**config.mk**
```make
export PLATFORM = sky130hd
export DESIGN_NAME = codec_dac_i2s_tx
export DESIGN_NICKNAME = d
export VERILOG_FILES = /design/src/rtl/codec_dac_i2s_tx.sv
export SDC_FILE = /design/constraint.sdc
export NUM_CORES = 1
export LEC_CHECK = 0
export CORE_ASPECT_RATIO = 1.4
export CORE_MARGIN = 8
export CORE_UTILIZATION = 42
export CTS_CLUSTER_SIZE = 24
export DETAILED_ROUTE_END_ITERATION = 6
export SLEW_MARGIN = 10
export SYNTH_ARGS = -nofsm -noshare
export SYNTH_HDL_FRONTEND = slang
export SYNTH_SLANG_ARGS = --single-unit
```
**constraint.sdc**
```tcl
create_clock -name clk -period 2.8 [get_ports clk]
set_input_delay 0.7 -clock clk [delete_from_list [all_inputs] [get_ports clk]]
set_output_delay 0.7 -clock clk [all_outputs]
set_load 0.05 [all_outputs]
```
**src/rtl/codec_dac_i2s_tx.sv**
```systemverilog
// -----------------------------------------------------------------------------
// codec_dac_i2s_tx
//
// I2S master transmitter for the WM8731 DAC path. A stereo sample pair is taken
// from the register side through a valid/ready handshake and held in a
// one-entry buffer. The block divides the system clock down to BCLK, generates
// DACLRC and shifts both channels out MSB first on DACDAT. The data is delayed
// by one BCLK after each LRC edge, as I2S requires.
//
// Ports
//   clk       system clock (50 MHz)
//   rst_n     asynchronous active-low reset
//   enable    1 = run BCLK/LRC/serialiser, 0 = hold the codec lines idle
//   s_valid   sample pair valid
//   s_ready   buffer can accept a pair (combinational, = !buffer full)
//   s_left    left sample, two's complement, DATA_W bits
//   s_right   right sample, two's complement, DATA_W bits
//   dac_bclk  bit clock to codec BCLK
//   dac_lrc   DACLRC, 0 = left slot, 1 = right slot
//   dac_dat   DACDAT serial data
//   underrun  one-clk pulse when a frame starts with the buffer empty
//
// Parameters
//   DATA_W     sample width per channel
//   SLOT_BITS  BCLK periods per channel slot, must be >= DATA_W+1
//   BCLK_DIV   clk cycles per BCLK half period
// -----------------------------------------------------------------------------
module codec_dac_i2s_tx #(
  parameter int DATA_W    = 24,
  parameter int SLOT_BITS = 32,
  parameter int BCLK_DIV  = 8
) (
  input  logic              clk,
  input  logic              rst_n,
  input  logic              enable,
  input  logic              s_valid,
  output logic              s_ready,
  input  logic [DATA_W-1:0] s_left,
  input  logic [DATA_W-1:0] s_right,
  output logic              dac_bclk,
  output logic              dac_lrc,
  output logic              dac_dat,
  output logic              underrun
);

  localparam int FRAME_BITS = 2 * SLOT_BITS;
  localparam int CNT_W      = $clog2(FRAME_BITS);
  localparam int DIV_W      = (BCLK_DIV > 1) ? $clog2(BCLK_DIV) : 1;

  localparam logic [CNT_W-1:0] LAST_BIT = CNT_W'(FRAME_BITS - 1);
  localparam logic [CNT_W-1:0] SLOT_LEN = CNT_W'(SLOT_BITS);
  localparam logic [CNT_W-1:0] DATA_LEN = CNT_W'(DATA_W);
  localparam logic [DIV_W-1:0] DIV_LAST = DIV_W'(BCLK_DIV - 1);

  // One-entry sample buffer
  logic              buf_full_reg,  buf_full_next;
  logic [DATA_W-1:0] buf_left_reg,  buf_left_next;
  logic [DATA_W-1:0] buf_right_reg, buf_right_next;

  // Clock divider and frame position
  logic [DIV_W-1:0]  div_cnt_reg,   div_cnt_next;
  logic [CNT_W-1:0]  bit_cnt_reg,   bit_cnt_next;

  // Serialiser and registered outputs
  logic [DATA_W-1:0] sh_left_reg,   sh_left_next;
  logic [DATA_W-1:0] sh_right_reg,  sh_right_next;
  logic              bclk_reg,      bclk_next;
  logic              lrc_reg,       lrc_next;
  logic              dat_reg,       dat_next;
  logic              underrun_reg,  underrun_next;

  // Event decode
  logic              div_tc;
  logic              fall_evt;
  logic              frame_start;
  logic [CNT_W-1:0]  bit_cnt_inc;
  logic              in_right;
  logic [CNT_W-1:0]  slot_pos;
  logic              data_bit;

  assign div_tc   = (div_cnt_reg == DIV_LAST);
  // A fall event is the cycle in which BCLK goes 1->0; every data/LRC change
  // happens here so DACDAT is stable around the codec's rising-edge sample.
  assign fall_evt = enable && div_tc && bclk_reg;

  // Everything below is evaluated on the bit counter value being entered.
  assign bit_cnt_inc = (bit_cnt_reg == LAST_BIT) ? '0 : bit_cnt_reg + CNT_W'(1);
  assign frame_start = fall_evt && (bit_cnt_inc == '0);
  assign in_right    = (bit_cnt_inc >= SLOT_LEN);
  assign slot_pos    = in_right ? (bit_cnt_inc - SLOT_LEN) : bit_cnt_inc;
  // Position 0 is the I2S one-bit delay slot; positions past DATA_W are padding.
  assign data_bit    = (slot_pos != '0) && (slot_pos <= DATA_LEN);

  always_comb begin
    buf_full_next  = buf_full_reg;
    buf_left_next  = buf_left_reg;
    buf_right_next = buf_right_reg;
    div_cnt_next   = div_cnt_reg;
    bit_cnt_next   = bit_cnt_reg;
    sh_left_next   = sh_left_reg;
    sh_right_next  = sh_right_reg;
    bclk_next      = bclk_reg;
    lrc_next       = lrc_reg;
    dat_next       = dat_reg;
    underrun_next  = 1'b0;

    if (!enable) begin
      // Idle: park the lines and rewind so the next enable starts a fresh
      // frame. The shift registers are reloaded at that frame start anyway.
      div_cnt_next = '0;
      bit_cnt_next = LAST_BIT;
      bclk_next    = 1'b0;
      lrc_next     = 1'b0;
      dat_next     = 1'b0;
    end else begin
      if (div_tc) begin
        div_cnt_next = '0;
        bclk_next    = !bclk_reg;
      end else begin
        div_cnt_next = div_cnt_reg + DIV_W'(1);
      end

      if (fall_evt) begin
        bit_cnt_next = bit_cnt_inc;
        lrc_next     = in_right;
        dat_next     = 1'b0;
        if (frame_start) begin
          if (buf_full_reg) begin
            sh_left_next  = buf_left_reg;
            sh_right_next = buf_right_reg;
          end else begin
            // Nothing queued: send a silent frame and flag it.
            sh_left_next  = '0;
            sh_right_next = '0;
            underrun_next = 1'b1;
          end
        end else if (data_bit) begin
          if (in_right) begin
            dat_next      = sh_right_reg[DATA_W-1];
            sh_right_next = {sh_right_reg[DATA_W-2:0], 1'b0};
          end else begin
            dat_next      = sh_left_reg[DATA_W-1];
            sh_left_next  = {sh_left_reg[DATA_W-2:0], 1'b0};
          end
        end
      end
    end

    // The buffer runs regardless of enable. A full buffer drained at frame
    // start cannot also accept in that cycle because s_ready is low; an empty
    // buffer can accept during an underrun frame start, and that pair then
    // waits for the following frame.
    if (frame_start && buf_full_reg) begin
      buf_full_next = 1'b0;
    end else if (s_valid && !buf_full_reg) begin
      buf_full_next  = 1'b1;
      buf_left_next  = s_left;
      buf_right_next = s_right;
    end
  end

  always_ff @(posedge clk or negedge rst_n) begin
    if (!rst_n) begin
      buf_full_reg  <= 1'b0;
      buf_left_reg  <= '0;
      buf_right_reg <= '0;
      div_cnt_reg   <= '0;
      bit_cnt_reg   <= LAST_BIT;
      sh_left_reg   <= '0;
      sh_right_reg  <= '0;
      bclk_reg      <= 1'b0;
      lrc_reg       <= 1'b0;
      dat_reg       <= 1'b0;
      underrun_reg  <= 1'b0;
    end else begin
      buf_full_reg  <= buf_full_next;
      buf_left_reg  <= buf_left_next;
      buf_right_reg <= buf_right_next;
      div_cnt_reg   <= div_cnt_next;
      bit_cnt_reg   <= bit_cnt_next;
      sh_left_reg   <= sh_left_next;
      sh_right_reg  <= sh_right_next;
      bclk_reg      <= bclk_next;
      lrc_reg       <= lrc_next;
      dat_reg       <= dat_next;
      underrun_reg  <= underrun_next;
    end
  end

  assign s_ready  = !buf_full_reg;
  assign dac_bclk = bclk_reg;
  assign dac_lrc  = lrc_reg;
  assign dac_dat  = dat_reg;
  assign underrun = underrun_reg;

endmodule

```
==> results of run 1 <==
-- power groups by stage --
| stage | logic [mW] | clock network (mW) | registers (mW) |
|---|---|---|---|
| after CTS | 0.223 | 1.44 | 1.72 |
| after global routing | 0.242 | 1.50 | 1.73 |
| final | 0.216 | 1.39 | 1.72 |
| after detailed placement | 0.222 | 0 | 1.75 |
| after floorplan | 0.0930 | 0 | 1.73 |
| after global placement | 0.218 | 0 | 1.75 |
-- worst paths after layout --
check / from / endpoint / slack [ns] / depth (start not counted)
min reg2reg: div_cnt_reg[0] / div_cnt_reg[0] / 0.44 / 1
max: bit_cnt_reg[0] / sh_right_reg[10] / 0.29 / 7
min: rst_n / buf_left_reg[0] / 0.35 / 1
min in group clk: div_cnt_reg[0] / div_cnt_reg[0] / 0.44 / 1
max in group asynchronous: rst_n / buf_right_reg[15] / 1.80 / 2
max reg2reg: bit_cnt_reg[0] / sh_right_reg[10] / 0.29 / 7
-- repair_timing --
item	in CTS	in global routing
resized for setup	0	1
hold buffers	0	0
setup endpoints to repair	0	2
buffers inserted	0	0
-- layout by cell type, fill, tap and decap left out, types with 2 or more instances in the layout --
cell / count
dfrtp_1: 104
buf_4: 19
a21oi_1: 59
a31oi_1: 2
nand3_1: 5
clkbuf_16: 9
nand2_1: 33
and2_1: 3
buf_12: 3
mux2_2: 53
nor3_1: 13
and3_1: 2
nor2_1: 5
dfstp_2: 6
o21ai_0: 7
inv_6: 3
or3_1: 2
xor2_1: 3
a22oi_1: 23
mux2i_1: 23
mux2_4: 8
clkdlybuf4s50_1: 55
inv_1: 15
ha_1: 4
bufinv_16: 2
-- final cells by class --
type                       count  area share
sequential                   110       0.450
clock inverter                 7      0.0167
inverter                      15     0.00917
tap                          147      0.0300
multi-input combinational    265       0.335
timing repair buffer          77       0.123
clock buffer                   9      0.0367
-- metal layers --
metal	part of all wire	up-vias	routed length, um	track usage
li1	-	1607	-	-
met1	0.43	1677	4450	0.175
met2	0.52	44	5300	0.229
met3	0.040	10	411	0.0390
met4	0.013	0	131	0.0412
met5	0	-	0	0
-- per-stage QoR --
step / std cells / total power, mW / area, um2
2_1_floorplan: 421 / 1.83 / 5030
3_3_place_gp: 614 / 1.97 / 5810
3_5_place_dp: 614 / 1.97 / 5810
4_1_cts: 630 / 3.38 / 6140
5_1_grt: 630 / 3.47 / 6140
6_report: 630 / 3.33 / 6140
-- kinds of logic after synthesis --
kind of cell	synth area share
adder cells (fa/ha/maj)	0.00995
flip-flops	0.549
XOR/XNOR	0.0102
AND/OR/NAND/NOR	0.0732
buffers and inverters	0.0440
multiplexers	0.188
AO/OA/AOI/OAI	0.125
-- worst register-to-register path: cells and delay by family (launching register included) --
kind	cells	cell delay, ns
compound gates	2	0.48
simple gates	2	0.45
fa+ha+maj	1	0.28
mux	1	0.36
buf+inv	1	0.23
flops	1	0.60
==> reports/results.tsv, run 1 <==
metric	value	unit
async_flop_share	1.00	
worst_pin_slew	0.595	ns
crit_family	flip-flops	
whs	0.353	ns
finalNetCount	534	
start_util	0.428	
cts_max_level	3	
antenna_found_initial	0	
p_int	2.61	mW
avgSynthCellArea	11.9	um2
final_layout_size_suffix_gt1_frac	0.244	
vias_per_cell	5.30	
multi_input_area	2060	um2
ys.flop_type	dfrtp_1	
min_period_over_period	0.897	
vdd_drop_max	0.000343	V
ios	57	
portBuffers	56	
clk_latency	0.35	ns
worstPathMaxFanout	24	
rsz0062_at_grt	false	
dpl.hpwl	7.20	mm
hp-class	in -> async	
cp_data_required_time	3.03	ns
combPwrFrac	0.065	
grt_max_degree	45	
fmax	398	MHz
clockBufferDepth	2	
synth_cells	421	
p_per_area	542	nW/um2
ys_ff_latch	110	
clock_skew	0.00968	ns
min_period	2.51	ns
path_clk_slew	0.08	ns
synth.most_common_cell	dfrtp_1	
cp_slowest_cell	dfstp_2	
routabilityCongestion	0.739	
cpPeakStageDelay	0.60	ns
fillCellCount	1073	
start_kind	flip-flop	
yosys_warnings	0	
routed_wl	10.3	mm
cts_made_buffers	9	
yosysSeqAreaShare	0.549	
diodes	0	
first_iter_violations	136	
num_rows	47	
drtAntennaViolNets	0	
synth_edf_count	0	
grt_pass1_vias	3605	
cts_sinks	110	
cts_tree	built	
firstDrtPassIters	4	
critical_path_arrival	2.75	ns
p_leak	2.79	nW
worstSetupPathType	reg -> reg	
grt_usage	0.140	
path_cells	ha_1 > nand2_1 > nor3_2 > o221ai_4 > a41oi_4 > buf_12 > mux2_2	
synth_area_leaders	dfrtp_1, mux2_2, a21oi_1	
gr-total-overflow	0	
setup_violations	0	
die_w	108	um
design.core.area	11800	um2
die_y	145	um
finalMaxSlewViolations	0	
synth_top_area_frac	0.518	
vias	3338	
syn_nets	477	
p_clk_frac	0.419	
switching_share	0.217	
yosys-top-cells-count	dfrtp_1, a21oi_1, mux2_2	
synth_area	5030	um2
switchingPower	0.720	mW
area_growth	22.0	%
max_slew_margin	0.603	
place_ws	0.132	ns
layout_setup_ws	0.288	ns
maxCapViolations	0	
cts-root-buf	clkbuf_16	
regArea	2760	um2
p_seq_frac	0.517	
post-route-drc-count	0	
synth.distinct_cells	44	
worst-path-buf-inv	1	
fin_util	0.522	
tns	0	ns
outcome	completed	
grt_pass1_wl	17.9	mm
yosysTopAreaCell	dfrtp_1	
hold_viol_final	0	
wl_per_cell	16.3	um
die-area	15800	um2
endpoint_kind	flip-flop	
Power figures use the tool's default switching activity.
==> run 2, diff against run 1 <==
--- a/config.mk
+++ b/config.mk
@@ -10,6 +10,7 @@
 export CORE_UTILIZATION = 42
 export CTS_CLUSTER_SIZE = 24
 export DETAILED_ROUTE_END_ITERATION = 6
+export GPL_ROUTABILITY_DRIVEN = 1
 export SLEW_MARGIN = 10
 export SYNTH_ARGS = -nofsm -noshare
 export SYNTH_HDL_FRONTEND = slang
==> results of run 2 <==
Final layout, timing and power as in run 1 (identical DEF).
==> run 3, diff against run 2 <==
--- a/config.mk
+++ b/config.mk
@@ -5,7 +5,7 @@
 export SDC_FILE = /design/constraint.sdc
 export NUM_CORES = 1
 export LEC_CHECK = 0
-export CORE_ASPECT_RATIO = 1.4
+export CORE_ASPECT_RATIO = 1.1
 export CORE_MARGIN = 8
 export CORE_UTILIZATION = 42
 export CTS_CLUSTER_SIZE = 24
==> run 3 against run 2 <==
Combinational power barely moved; worst setup slack got worse by 0.064 ns; utilization fell by 1.0 points; wire length fell by 1.8%; critical endpoint is now sh_right_reg[18]; clock skew fell by 0.0048 ns; final cell count rose by 0.16%; final area fell by 1.0%; global-route usage fell by 0.36 points; critical path depth rose by 1; clock power fell by 13%; register-to-register slack got worse by 0.06 ns.
==> reports/results.tsv, run 3 (synthesis gave the netlist of run 1 again) <==
metric	value	unit	change
worstSetupPathType	reg -> reg		
cts_setup_buffers	0		unchanged
start_kind	flip-flop		
worstPathMaxFanout	12		-50%
setup_violations	0		unchanged
cpPeakStageDelay	0.59	ns	about the same
diodes	0		unchanged
startpoint	bit_cnt_reg[0]		
vias	3347		+0.27%
first_iter_violations	185		+36%
cts_max_level	3		unchanged
p_leak	2.75	nW	-1.5%
min_period	2.58	ns	+0.0641 ns
grt_max_degree	53		+18%
path_cells	ha_1 > nand2_1 > nor3_2 > o221ai_4 > nor2_4 > buf_4 > mux2i_1 > mux2_4		
clockBufferDepth	2		unchanged
vdd_drop_max	0.000262	V	-24%
whs	0.333	ns	-0.0207 ns
worstReg2RegStart	bit_cnt_reg[0]		
min_period_over_period	0.920		+0.0229
outcome	completed		
finalMaxSlewViolations	0		unchanged
area_growth	20.8	%	
layout_setup_ws	0.224	ns	-0.0641 ns
hold_buffers	0		unchanged
final_cell_mix	dfrtp_1, a21oi_1, clkdlybuf4s50_1		
maxCapViolations	0		unchanged
firstDrtPassIters	4		unchanged
routabilityCongestion	0.828		+12%
rsz0062_at_grt	false		
cts-root-buf	clkbuf_16		
cts_sinks	110		unchanged
cts-resized-gates	0		unchanged
vias_per_cell	5.30		+0.11%
cp_slowest_cell	dfstp_2		
cp_data_required_time	3.03	ns	about the same
rr_worst_depth	8		+1
place_ws	0.239	ns	+0.107 ns
grt_usage	0.137		-0.00357
hold_viol_final	0		unchanged
regToRegSetupSlack	0.22	ns	-0.06 ns
final_common_cell	dfrtp_1		
clk_latency	0.34	ns	about the same
design.core.area	11900	um2	+0.98%
endpoint_kind	flip-flop		
clock_skew	0.00487	ns	-0.00480 ns
grt_pass1_vias	3618		+0.36%
max_slew_margin	0.643		+0.0396
ios	57		unchanged
fmax	388	MHz	-2.5%
die_w	120	um	+11%
dp.cells	616		+0.33%
start_util	0.423		-0.00414
die-area	15700	um2	-0.28%
final_layout_size_suffix_gt1_frac	0.233		-0.0116
drtAntennaViolNets	0		unchanged
antenna_found_initial	0		unchanged
worst_pin_slew	0.536	ns	-0.0593 ns
num_rows	42		-11%
portBuffers	56		unchanged
routed_wl	10.1	mm	-1.8%
p_per_area	518	nW/um2	-4.5%
tns	0	ns	unchanged
wl_per_cell	16.0	um	-2.0%
dpl.hpwl	6.77	mm	-5.9%
die_y	131	um	-10%
finalNetCount	529		-0.94%
timing.rr.end	sh_right_reg[18]		
gr-total-overflow	0		unchanged
post-route-drc-count	0		unchanged
power	3.15	mW	-5.5%
cts_made_buffers	9		unchanged
path_clk_slew	0.07	ns	about the same
critical_path_arrival	2.80	ns	+0.05 ns
finalNonFillerCells	631		+0.16%
hp-class	in -> async		
cts_tree	built		
grt_pass1_wl	17.3	mm	-3.4%
[run 3: worst max-delay path by stage]
| stage | slack (ns) | to | cells past startpoint |
|---|---|---|---|
| floorplan | 0.49 | sh_right_reg[11] | 9 |
| global placement | 0.33 | sh_right_reg[18] | 8 |
| detailed placement | 0.24 | sh_right_reg[14] | 8 |
| CTS | 0.21 | sh_right_reg[18] | 8 |
| global route | 0.10 | sh_right_reg[23] | 7 |
| finish | 0.22 | sh_right_reg[18] | 8 |
[run 3: where the power goes]
part	internal, mW	switching, mW
Combinational	0.136	0.0762
Clock	0.635	0.580
Sequential	1.67	0.0453
[run 3: layout make-up]
cell class / count / area [um2]
Tap cell: 154 / 193
Fill cell: 1118 / 5800
Clock buffer: 10 / 239
Inverter: 15 / 56.3
Multi-Input combinational cell: 265 / 2050
Timing Repair Buffer: 72 / 728
Clock inverter: 5 / 42.5
Sequential cell: 110 / 2760
[run 3: layer usage]
metal,wire length (um),vias to the layer above,part of all wire,track usage
met2,5010,65,0.50,0.226
li1,-,1598,-,-
met3,394,9,0.039,0.0331
met1,4540,1675,0.45,0.170
met4,155,0,0.015,0.0559
met5,0,-,0,0
[run 3: metrics by stage]
stage	cell area [um2]	utilization
after floorplan	5030	-
after CTS	6070	0.511
after global routing	6070	0.511
final	6070	0.511
after global placement	5790	0.488
after detailed placement	5790	0.488
[run 3: critical path, delay by kind of cell, from the launching register on]
kind / cells / cell delay (ns)
and+or+nand+nor: 3 / 0.65
DFF: 1 / 0.59
muxes: 2 / 0.39
AOI/OAI and AO/OA: 1 / 0.29
buffers and inverters: 1 / 0.27
adders and majority gates: 1 / 0.26
